[src/rtl/uart_cmd_if.sv]
// uart_cmd_if
// Turns a register read/write command into a byte stream for a UART
// transmitter and collects the read response from a UART receiver.
// Writes send {rw, addr} followed by NBYTES payload bytes, MSB byte first.
// Reads send the header only, then gather NBYTES received bytes. A gap
// longer than TIMEOUT_CYCLES between bytes ends the read with an error.
//
// Ports
//   clk, rst          clock, asynchronous active-high reset
//   cmd_valid/ready   command handshake; ready only while idle
//   cmd_rw            1 = write, 0 = read
//   cmd_addr          register address
//   cmd_wdata         write payload
//   tx_data, tx_en    byte to transmitter, one-cycle send strobe
//   tx_done           transmitter byte complete (level or pulse)
//   rx_data, rx_done  received byte, byte valid (level or pulse)
//   rsp_valid         one-cycle transaction-complete pulse
//   rsp_data          read data; zero for writes and timeouts
//   rsp_err           timeout flag, qualified by rsp_valid
//   rx_drop           one-cycle pulse when an unsolicited byte is discarded
//   busy              high whenever not idle
module uart_cmd_if #(
  parameter int DATA_WIDTH     = 8,
  parameter int ADDR_WIDTH     = 7,
  parameter int NBYTES         = 2,
  parameter int TIMEOUT_CYCLES = 1_000_000
) (
  input  logic                         clk,
  input  logic                         rst,
  input  logic                         cmd_valid,
  output logic                         cmd_ready,
  input  logic                         cmd_rw,
  input  logic [ADDR_WIDTH-1:0]        cmd_addr,
  input  logic [NBYTES*DATA_WIDTH-1:0] cmd_wdata,
  output logic [DATA_WIDTH-1:0]        tx_data,
  output logic                         tx_en,
  input  logic                         tx_done,
  input  logic [DATA_WIDTH-1:0]        rx_data,
  input  logic                         rx_done,
  output logic                         rsp_valid,
  output logic [NBYTES*DATA_WIDTH-1:0] rsp_data,
  output logic                         rsp_err,
  output logic                         rx_drop,
  output logic                         busy
);

  localparam int PW      = NBYTES * DATA_WIDTH;
  localparam int IDX_W   = 3;
  localparam int TIMER_W = (TIMEOUT_CYCLES < 2) ? 1 : $clog2(TIMEOUT_CYCLES + 1);
  localparam logic [TIMER_W-1:0] TIMER_LOAD = TIMER_W'(TIMEOUT_CYCLES);
  localparam logic [IDX_W-1:0]   WR_LAST    = IDX_W'(NBYTES);
  localparam logic [IDX_W-1:0]   RX_LAST    = IDX_W'(NBYTES - 1);

  typedef enum logic [3:0] {
    IDLE    = 4'b0001,
    SEND    = 4'b0010,
    WAIT_TX = 4'b0100,
    WAIT_RX = 4'b1000
  } state_t;

  state_t               state_reg, state_next;
  logic                 rw_reg, rw_next;
  logic [PW-1:0]        wdata_reg, wdata_next;
  logic [IDX_W-1:0]     byte_idx_reg, byte_idx_next;
  logic [IDX_W-1:0]     rx_cnt_reg, rx_cnt_next;
  logic [TIMER_W-1:0]   timer_reg, timer_next;
  logic [DATA_WIDTH-1:0] tx_data_reg, tx_data_next;
  logic                 tx_en_reg, tx_en_next;
  logic                 rsp_valid_reg, rsp_valid_next;
  logic [PW-1:0]        rsp_data_reg, rsp_data_next;
  logic                 rsp_err_reg, rsp_err_next;
  logic                 rx_drop_reg, rx_drop_next;
  logic                 cmd_ready_reg, cmd_ready_next;
  logic                 busy_reg, busy_next;
  logic                 tx_done_d_reg, rx_done_d_reg;

  logic                 tx_edge, rx_edge;
  logic [DATA_WIDTH-1:0] payload_byte;
  logic [DATA_WIDTH-1:0] wbyte [NBYTES];

  assign tx_edge = tx_done & ~tx_done_d_reg;
  assign rx_edge = rx_done & ~rx_done_d_reg;

  // wbyte[0] is the most significant payload byte, i.e. the first one sent.
  for (genvar gi = 0; gi < NBYTES; gi++) begin : g_wbyte
    assign wbyte[gi] = wdata_reg[(NBYTES-1-gi)*DATA_WIDTH +: DATA_WIDTH];
  end

  // Byte that follows the one indexed by byte_idx_reg (index 0 is the header).
  always_comb begin
    payload_byte = '0;
    for (int i = 0; i < NBYTES; i++) begin
      if (byte_idx_reg == IDX_W'(i)) payload_byte = wbyte[i];
    end
  end

  always_comb begin
    state_next     = state_reg;
    rw_next        = rw_reg;
    wdata_next     = wdata_reg;
    byte_idx_next  = byte_idx_reg;
    rx_cnt_next    = rx_cnt_reg;
    timer_next     = timer_reg;
    tx_data_next   = tx_data_reg;
    rsp_data_next  = rsp_data_reg;
    rsp_err_next   = rsp_err_reg;
    rsp_valid_next = 1'b0;
    rx_drop_next   = 1'b0;

    case (state_reg)
      IDLE: begin
        if (cmd_valid && cmd_ready_reg) begin
          rw_next       = cmd_rw;
          wdata_next    = cmd_wdata;
          byte_idx_next = '0;
          tx_data_next  = DATA_WIDTH'({cmd_rw, cmd_addr});
          if (!cmd_rw) rsp_data_next = '0;
          state_next    = SEND;
        end
      end

      SEND: state_next = WAIT_TX;

      WAIT_TX: begin
        if (tx_edge) begin
          if (byte_idx_reg < (rw_reg ? WR_LAST : IDX_W'(0))) begin
            byte_idx_next = byte_idx_reg + IDX_W'(1);
            tx_data_next  = payload_byte;
            state_next    = SEND;
          end else if (rw_reg) begin
            rsp_valid_next = 1'b1;
            rsp_err_next   = 1'b0;
            rsp_data_next  = '0;
            state_next     = IDLE;
          end else begin
            timer_next  = TIMER_LOAD;
            rx_cnt_next = '0;
            state_next  = WAIT_RX;
          end
        end
      end

      WAIT_RX: begin
        // A received byte takes priority over a timer expiring in the same cycle.
        if (rx_edge) begin
          rsp_data_next = (rsp_data_reg << DATA_WIDTH) | PW'(rx_data);
          rx_cnt_next   = rx_cnt_reg + IDX_W'(1);
          timer_next    = TIMER_LOAD;
          if (rx_cnt_reg == RX_LAST) begin
            rsp_valid_next = 1'b1;
            rsp_err_next   = 1'b0;
            state_next     = IDLE;
          end
        end else if (TIMEOUT_CYCLES != 0) begin
          timer_next = timer_reg - TIMER_W'(1);
          if (timer_reg == TIMER_W'(1)) begin
            rsp_valid_next = 1'b1;
            rsp_err_next   = 1'b1;
            rsp_data_next  = '0;
            state_next     = IDLE;
          end
        end
      end

      default: state_next = IDLE;
    endcase

    // Bytes are only solicited while waiting for a read response.
    if (rx_edge && (state_reg != WAIT_RX)) rx_drop_next = 1'b1;

    tx_en_next     = (state_next == SEND);
    cmd_ready_next = (state_next == IDLE);
    busy_next      = (state_next != IDLE);
  end

  always_ff @(posedge clk or posedge rst) begin
    if (rst) begin
      state_reg     <= IDLE;
      rw_reg        <= 1'b0;
      wdata_reg     <= '0;
      byte_idx_reg  <= '0;
      rx_cnt_reg    <= '0;
      timer_reg     <= '0;
      tx_data_reg   <= '0;
      tx_en_reg     <= 1'b0;
      rsp_valid_reg <= 1'b0;
      rsp_data_reg  <= '0;
      rsp_err_reg   <= 1'b0;
      rx_drop_reg   <= 1'b0;
      cmd_ready_reg <= 1'b1;
      busy_reg      <= 1'b0;
      tx_done_d_reg <= 1'b0;
      rx_done_d_reg <= 1'b0;
    end else begin
      state_reg     <= state_next;
      rw_reg        <= rw_next;
      wdata_reg     <= wdata_next;
      byte_idx_reg  <= byte_idx_next;
      rx_cnt_reg    <= rx_cnt_next;
      timer_reg     <= timer_next;
      tx_data_reg   <= tx_data_next;
      tx_en_reg     <= tx_en_next;
      rsp_valid_reg <= rsp_valid_next;
      rsp_data_reg  <= rsp_data_next;
      rsp_err_reg   <= rsp_err_next;
      rx_drop_reg   <= rx_drop_next;
      cmd_ready_reg <= cmd_ready_next;
      busy_reg      <= busy_next;
      tx_done_d_reg <= tx_done;
      rx_done_d_reg <= rx_done;
    end
  end

  assign cmd_ready = cmd_ready_reg;
  assign busy      = busy_reg;
  assign tx_data   = tx_data_reg;
  assign tx_en     = tx_en_reg;
  assign rsp_valid = rsp_valid_reg;
  assign rsp_data  = rsp_data_reg;
  assign rsp_err   = rsp_err_reg;
  assign rx_drop   = rx_drop_reg;

endmodule

[config.mk]
export PLATFORM = sky130hd
export DESIGN_NAME = uart_cmd_if
export DESIGN_NICKNAME = d
export VERILOG_FILES = /design/src/rtl/uart_cmd_if.sv
export SDC_FILE = /design/constraint.sdc
export NUM_CORES = 1
export LEC_CHECK = 0
export ABC_AREA = 1
export CAP_MARGIN = 20
export CORE_MARGIN = 4
export CORE_UTILIZATION = 57
export DETAILED_ROUTE_END_ITERATION = 8
export PLACE_DENSITY = 0.85
export SETUP_SLACK_MARGIN = 0.02
export SLEW_MARGIN = 0
export SYNTH_ARGS = -nofsm -noshare
export SYNTH_HDL_FRONTEND = slang
export SYNTH_SLANG_ARGS = --single-unit
export TNS_END_PERCENT = 5
[constraint.sdc]
create_clock -name clk -period 5.2 [get_ports clk]
set_input_delay 1.04 -clock clk [delete_from_list [all_inputs] [get_ports clk]]
set_output_delay 1.04 -clock clk [all_outputs]
set_load 0.005 [all_outputs]
### After elaboration in Yosys (flattened, before gate mapping)

Index checks and enable logic that the tools add are counted.

| operators by class | value |
|---|---|
| eq/ne operators | 21 |
| reductions and logical operators | 12 |
| bitwise operators | 5 |
| multiplexer cells | 52 |
| add/sub/neg operators | 3 |
| magnitude comparators | 1 |

Operator list:

| cell | number |
|---|---|
| two-way mux 16 bit | 7 |
| two-way mux 20 bit | 4 |
| case mux 16 bit (3 select lines) | 1 |
| two-way mux 8 bit | 5 |
| case mux 20 bit (2 select lines) | 1 |
| two-way mux 4 bit | 7 |
| two-way mux 3 bit | 7 |
| equality test 20 x 1 -> 1 bit, second input constant | 1 |
| subtractor 20 x 1 -> 20 bit, second input constant | 1 |
| != test 2 bit, second input constant | 8 |
| bitwise OR 16 x 8 -> 16 bit | 1 |
| case mux 4 bit (4 select lines) | 1 |
| case mux 8 bit (2 select lines) | 1 |
| two-way mux 1 bit | 13 |
| case mux 3 bit (2 select lines) | 2 |
| equality test 4 x 1 -> 1 bit, second input constant | 2 |
| equality test 4 x 2 -> 1 bit, second input constant | 2 |
| AND reduction 4 bit | 2 |
| AND reduction 7 bit | 1 |
| adder 3 x 1 -> 3 bit, second input constant | 2 |
| equality test 3 x 1 -> 1 bit, second input constant | 2 |
| != test 3 bit, second input constant | 2 |
| AND reduction 6 bit | 1 |
| AND reduction 5 bit | 1 |
| other kinds (14) | 19 |

| word-level totals | value |
|---|---|
| word-level logic and storage cells | 110 |
| input bits | 37 |
| register bits after elaboration | 79 |

### Longest topological paths before layout

Gate-level depths: netlist of run 1.

| depth | value |
|---|---|
| depth after elaboration | 6 |
| mapped depth | 11 |
| gate-level depth less buffers | 11 |

### Worst setup path after synthesis of run 1

Ideal clock, no wire load.

| path | value |
|---|---|
| path type | input -> register |
| start | in rx_done |
| end | reg rsp_data_reg[0], in the netlist rsp_data[0] |
| path slack | 3.149 ns |
| buffers on the path | 1 |
| arrival time | 1.986 ns |
| cell stages on the path | 7 |
| cells stage by stage | inv_1 -> nor2_1 -> inv_1 -> nor2_2 -> buf_2 -> nand2_1 -> nand2_1 |

| between the ends | value |
|---|---|
| word-level cells in the longest chain between the ends | 3 |
| elaborated cells on any way between the ends | 5 |
| those cells by class | 1 x eq/ne; 2 x mux; 1 x bitwise; 1 x reduce/logical |

Ends and longest elaborated chain:

| what | line | RTL |
|---|---|---|
| start, declared | 39 | `input logic rx_done,` |
| AND 1 bit * | 82 | `assign rx_edge = rx_done & ~rx_done_d_reg;` |
| != test 3 bit (no line) or two-way mux 16 bit (tied branches) | - |  |
| AND reduction 7 bit (no line) or case mux 16 bit (3 select lines) (tied branches) | - |  |
| end signal, assigned | 204 | `rsp_data_reg <= rsp_data_next;` |
| end, declared | 70 | `logic [PW-1:0] rsp_data_reg, rsp_data_next;` |

Every way passes the cells marked *; elsewhere a longest branch is shown, timed or not.
A chain may end at the register's enable or synchronous reset.

### Final worst setup path of run 1

| path | value |
|---|---|
| start | in rx_done |
| end | reg rx_cnt_reg[1] |

| between the ends | value |
|---|---|
| word-level cells in the longest chain between the ends | 3 |

Ends and longest elaborated chain:

| what | line | RTL |
|---|---|---|
| AND 1 bit | 82 |  |
| != test 2 bit (no line) | - |  |
| AND reduction 5 bit (no line) | - |  |
| end signal, assigned | 199 | `rx_cnt_reg <= rx_cnt_next;` |
| end, declared | 65 | `logic [IDX_W-1:0] rx_cnt_reg, rx_cnt_next;` |

No other way between the ends.

==> flow_summary.yaml, run 1 <==
floorplan:
  initial_utilization_pct: 59.9
  die_x_microns: 90.6
  die_area_sq_um: 8210
  fp.coreArea_sq_um: 6490
  io_pins: 67
  rows: 29
  fp.dieH_microns: 90.6
cells_and_area:
  fill_cells: 449
  num_antenna_cells: 0
  fin_cells: 622
  largest_reg_flops: 20
  finalNetCount: 584
  drive_above_1_share_pct: 10.1
  area_growth_syn_to_layout_pct: 23.7
routing:
  drc_errors: 0
  drt-total-wl_microns: 9200
  ant_nets: 0
  drt_iter0_drc: 176
  drtPass1Iterations: 5
  vias: 3378
  via_per_inst: 5.43
  drt-wirelength-per-cell_microns: 14.8
cts:
  post_cts_buffers: 0
  clock-sinks: 79
  hold_buffers: 0
  cts_buffer_depth: 2
  clkTransAtPathRegs_ns: 0.09
  cts_resized: 0
  clockRootBuffer: "clkbuf_8"
  cts_made_buffers: 9
  clk_latency_ns: 0.36
  cts_max_level: 3
  cts_tree: "done"
worst_setup_path:
  ff2ff_setup_slack_ns: 3.18
  path_cells: "clkdlybuf4s50_1, inv_1, nor2_1, inv_1, nor2_2, inv_1, o22ai_1"
  crit_path_frequent_cell: "inv_1"
  startpoint_type: "input pin"
  crit_path_max_fanout: 17
  worstSetupEndpointType: "flop"
  crit_buf_inv: 4
  max_stage_delay_ns: 0.57
  path_delay_family: "buffers and inverters"
  cp.arrival_ns: 2.92
  required_ns: 5.47
  worstSetupPathType: "input pin to flop"
  crit_slowest_cell: "nor2_2"
worst_hold_path:
  worstHoldPathType: "flop to flop"
sta:
  rsz0062_at_grt: "no"
  fin_hold_ws_ns: 0.484
  maxSlewHeadroom_pct: 56.0
  setup_slack_ns: 2.55
  fin_crit_sh_pct: 51.0
  finalSetupViolations: 0
  setup-tns-final_ns: 0
  fmax_ghz: 0.377
  hold_viol_final: 0
  worst_pin_slew_ns: 0.660
  finalCriticalPeriod_ns: 2.65
  slew_viol_final: 0
  finClkSkew_ns: 0.0183
logic_synthesis:
  ys_ff_latch: 79
  post_synth_instance_area_sq_um: 3890
  ys_seq_area_share_pct: 50.9
  ys_warn_count: 0
  syn_avg_cell_area_sq_um: 8.29
  syn_inst: 469
  syn-num-nets: 513
  synth_cell_types: 34
pwr:
  vdd_drop_max_v: 0.000274
  p_int_mw: 1.42
  p_per_area_nw_per_um2: 502
  p_clk_share_pct: 19.4
  p_sw_uw: 991
  power_mw: 2.42
  swShare_pct: 41.0
  p_leak_nw: 2.31
  p_seq_share_pct: 40.5
  combPwrFrac_pct: 40.1
global_route:
  grt_pass1_vias: 3316
  antenna_found_initial: 0
  grt_pass1_wl_microns: 15800
  grt.total_usage_pct: 24.0
  grt_start_max_net_pins: 55
  overflow: 0
placed_design:
  dpl.hpwl_microns: 6580
  dp_cells: 605
  io_buffer_count: 66
  place.gp.congestion: 0.881
  post-place-ws_ns: 2.21
flow_run:
  cap_violations: 0
outcome:
  status: "complete, no violations"
## cell type report
| cell class | count | area, sq um | area share, % |
|---|---|---|---|
| tap | 77 | 96.3 | 2.00 |
| clock buffer | 9 | 124 | 2.57 |
| timing repair buffer | 70 | 703 | 14.6 |
| multi-input combinational | 322 | 1610 | 33.5 |
| inverter | 58 | 218 | 4.52 |
| clock inverter | 7 | 78.8 | 1.64 |
| sequential | 79 | 1980 | 41.1 |
## cell families (layout without fill, tap and decap cells)
kind of cell | after synthesis | count (layout) | synth area share, %
DFF | 79 | 79 | 50.9
adders and majority gates | 7 | 7 | 2.25
xor gates and xnor gates | 4 | 4 | 0.901
AOI/OAI and AO/OA | 60 | 60 | 8.37
buffers and inverters | 68 | 144 | 7.63
and+or+nand+nor | 251 | 251 | 30.0
## worst reg2reg max path: stages (launching register included)
cell	delay, ns
dfrtp_1	0.43
nor2_1	0.19
nand3_2	0.16
nor2_4	0.50
inv_2	0.14
nand2_2	0.16
inv_2	0.14
nor2_1	0.13
a21oi_1	0.06
## through the flow
| step | cell area (sq um) | utilization, % |
|---|---|---|
| after detailed placement | 4590 | 70.7 |
| after floorplan | 3890 | - |
| after CTS | 4790 | 73.8 |
| final | 4810 | 74.1 |
| after global routing | 4810 | 74.1 |
| after global placement | 4590 | 70.7 |
## synth_stat cells
library cell | number | share of area (%)
a21oi_1 | 6 | 0.77
a31oi_1 | 1 | 0.16
and3_1 | 1 | 0.16
buf_2 | 3 | 0.39
buf_6 | 5 | 1.4
clkbuf_1 | 2 | 0.19
dfrtp_1 | 77 | 50
dfstp_2 | 2 | 1.4
ha_1 | 7 | 2.3
inv_1 | 53 | 5.1
inv_2 | 5 | 0.48
nand2_1 | 134 | 13
nand2_2 | 6 | 0.97
nand2_4 | 2 | 0.58
nand3_1 | 25 | 3.2
nand3_2 | 1 | 0.26
nand3_4 | 2 | 0.90
nand3b_1 | 1 | 0.19
nand4_1 | 12 | 1.9
nand4_2 | 1 | 0.32
nor2_1 | 49 | 4.7
nor2_2 | 6 | 0.97
nor2_4 | 5 | 1.4
nor2_8 | 1 | 0.51
nor3_1 | 2 | 0.26
nor3_2 | 1 | 0.26
o211ai_1 | 3 | 0.58
o21ai_0 | 30 | 3.9
o21ai_1 | 9 | 1.2
o21ai_2 | 1 | 0.23
o22ai_1 | 10 | 1.6
or2_0 | 1 | 0.16
or2_2 | 1 | 0.16
xor2_1 | 4 | 0.90
## placed cells by master (no fill, tap or decap), types with 3 or more instances in the layout
master,count
a21oi_1,6
buf_4,3
clkbuf_8,9
clkdlybuf4s50_1,66
dfrtp_1,77
ha_1,7
inv_1,52
inv_2,6
nand2_1,134
nand2_2,6
nand3_1,25
nand4_1,12
nor2_1,49
nor2_2,6
nor2_4,5
o211ai_1,3
o21ai_0,30
o21ai_1,9
o22ai_1,10
xor2_1,4
## final timing paths
| kind | from | end | cells after the start |
|---|---|---|---|
| worst max register to register | state_reg[2] | byte_idx_reg[0] | 8 |
| max in group asynchronous | rst | state_reg[0] | 4 |
| worst min register to register | rsp_data[14] | rsp_data[14] | 2 |
| worst max-delay path | rx_done | rx_cnt_reg[1] | 7 |
| worst min-delay path | rsp_data[14] | rsp_data[14] | 2 |
| min in group asynchronous | rst | wbyte[2] | 2 |
## power groups by stage
stage          Clock [mW]  Sequential, mW  Combinational, mW
2_1_floorplan           0           0.955              0.684
3_3_place_gp            0           0.977              0.918
3_5_place_dp            0           0.983              0.953
4_1_cts             0.474           0.975              0.965
5_1_grt             0.506            1.00               1.09
6_report            0.470           0.979              0.968
## metal layers
metal / GRT usage (%) / vias to the layer above / routed length [microns]
li1: - / 1644 / -
met1: 30.6 / 1598 / 3970
met2: 40.1 / 117 / 4540
met3: 5.25 / 19 / 525
met4: 8.67 / 0 / 164
met5: 0 / - / 0
Note: power is estimated with default switching activity, not from simulation.
==> run 2: changes to the inputs <==
--- a/config.mk
+++ b/config.mk
@@ -8,9 +8,9 @@
 export ABC_AREA = 1
 export CAP_MARGIN = 20
 export CORE_MARGIN = 4
-export CORE_UTILIZATION = 57
+export CORE_UTILIZATION = 53
 export DETAILED_ROUTE_END_ITERATION = 8
-export PLACE_DENSITY = 0.85
+export PLACE_DENSITY = 0.8
 export SETUP_SLACK_MARGIN = 0.02
 export SLEW_MARGIN = 0
 export SYNTH_ARGS = -nofsm -noshare
==> constraint.sdc (replaced) <==
create_clock -name clk -period 2.6 [get_ports clk]
set_input_delay 0.52 -clock clk [delete_from_list [all_inputs] [get_ports clk]]
set_output_delay 0.52 -clock clk [all_outputs]
set_load 0.005 [all_outputs]
==> run 2 against run 1 <==
Power grew 110%. Utilization down 3.6 points. Global-route usage is 2.1 points lower. Clock power is 140% higher. Die area grew 6.9%. First-iteration DRC count rose by 18%. Final cell count is 3.4% higher. Sequential power grew 99%. Combinational power increased by 100%. Non-clock buffer count increased by 2.
==> flow_summary.yaml, run 2 (synthesized netlist as in run 1, its figures left out) <==
flow_run:
  cap_violations: 0
sta:
  setup-tns-final_ns: 0
  hold_viol_final: 0
  fin_crit_sh_pct: 81.0
  maxSlewHeadroom_pct: 74.2
  rsz0062_at_grt: "no"
  finalCriticalPeriod_ns: 2.11
  slew_viol_final: 0
  finClkSkew_ns: 0.00761
  worst_pin_slew_ns: 0.386
  fmax_ghz: 0.475
  finalSetupViolations: 0
worst_setup_path:
  reg2reg_to: "timer_reg[18]"
  crit_path_max_fanout: 5
  required_ns: 2.85
  crit_buf_inv: 1
  ff2ff_path_depth: 11
  crit_path_frequent_cell: "nand2_1"
  worstSetupEndpointType: "flop"
  worstSetupPathType: "flop to flop"
  max_stage_delay_ns: 0.42
  crit_slowest_cell: "dfrtp_1"
  cp.arrival_ns: 2.35
  path_cells: "inv_1, ha_1, nand3_1, nor2_2, nand2_1, nor2_1, nand2_1, nor2_1, nand2_1, nand2_1, nand2_1"
  path_delay_family: "simple AND/OR/NAND/NOR gates"
  r2r-start: "timer_reg[0]"
  startpoint_type: "flop"
  ff2ff_setup_slack_ns: 0.49
cts:
  clk_latency_ns: 0.35
  cts_buffer_depth: 2
  clock-sinks: 79
  hold_buffers: 0
  cts_tree: "done"
  cts_made_buffers: 9
  post_cts_buffers: 0
  clockRootBuffer: "clkbuf_8"
  clkTransAtPathRegs_ns: 0.08
  cts_max_level: 3
  cts_resized: 0
global_route:
  antenna_found_initial: 0
  grt.total_usage_pct: 21.9
  grt_start_max_net_pins: 34
  overflow: 0
  grt_pass1_wl_microns: 15100
  grt_pass1_vias: 3317
cells_and_area:
  area_growth_syn_to_layout_pct: 25.8
  stdcell_area_sq_um: 4890
  layout_commonest_cell: "nand2_1"
  drive_above_1_share_pct: 10.4
  final_core_util_pct: 70.5
  finalNetCount: 586
  final_cell_mix: "nand2_1, dfrtp_1, clkdlybuf4s50_1"
  largest_reg_flops: 20
  num_antenna_cells: 0
pwr:
  p_leak_nw: 2.35
  vdd_drop_max_v: 0.000586
  p_per_area_nw_per_um2: 1020
routing:
  drtPass1Iterations: 5
  drt-wirelength-per-cell_microns: 13.9
  via_per_inst: 5.20
  ant_nets: 0
  drt_iter0_drc: 207
  drc_errors: 0
  drt-total-wl_microns: 8910
  vias: 3343
placed_design:
  io_buffer_count: 66
  place_area_sq_um: 4650
  place.gp.congestion: 0.936
  dpl.hpwl_microns: 6470
floorplan:
  initial_utilization_pct: 56.0
  rows: 30
  die_area_sq_um: 8770
  fp.coreArea_sq_um: 6940
  die_x_microns: 93.7
  io_pins: 67
  fp.dieH_microns: 93.7
outcome:
  status: "complete, no violations"
worst_hold_path:
  worstHoldPathType: "input pin to asynchronous set/reset pin"
-- run 2: cell count changes in the layout (fill, tap and decap cells not counted) --
cell | before | now
buf_4 | 3 | 5
bufinv_16 | 1 | 3
clkinv_4 | 0 | 1
clkinvlp_4 | 2 | 1
inv_6 | 2 | 1
inv_8 | 1 | 0
-- run 2: layer usage --
metal / up-vias / track usage, % / wire, microns
li1: 1641 / - / -
met1: 1564 / 27.7 / 3870
met2: 111 / 36.7 / 4340
met3: 27 / 3.53 / 458
met4: 0 / 10.1 / 244
met5: - / 0 / 0
-- run 2: how the worst max path moves through the flow --
stage / start / endpoint / slack [ns] / depth (start not counted)
detailed placement: rx_done / rx_cnt_reg[1] / 0.35 / 8
finish: timer_reg[0] / timer_reg[18] / 0.49 / 11
CTS: timer_reg[0] / timer_reg[18] / 0.56 / 11
global route: timer_reg[0] / timer_reg[18] / 0.33 / 11
floorplan: rst / busy / 0.06 / 1
global placement: tx_done / rx_cnt_reg[0] / 0.41 / 10
-- run 2: per-stage QoR --
| stage | instances | power, mW | setup slack (ns) | hold WS (ns) |
|---|---|---|---|---|
| finish | 643 | 5.00 | 0.495 | 0.460 |
| global route | 643 | 5.38 | 0.327 | 0.471 |
| CTS | 643 | 5.01 | 0.559 | 0.459 |
| detailed placement | 627 | 3.89 | 0.346 | 0.460 |
| global placement | 627 | 3.81 | 0.410 | 0.455 |
| floorplan | 469 | 3.28 | 0.0599 | 0.442 |
-- run 2: area by class of cell --
class                      count  area (sq um)
fill                         534          2050
tap                           96           120
timing repair buffer          72           718
sequential                    79          1980
clock inverter                 7           120
multi-input combinational    322          1610
inverter                      58           218
clock buffer                   9           124
-- run 2: power by group --
group          internal, mW  total [mW]  switching (mW)
combinational         0.742        1.95            1.21
clock                 0.641        1.11           0.469
sequential             1.66        1.95           0.286
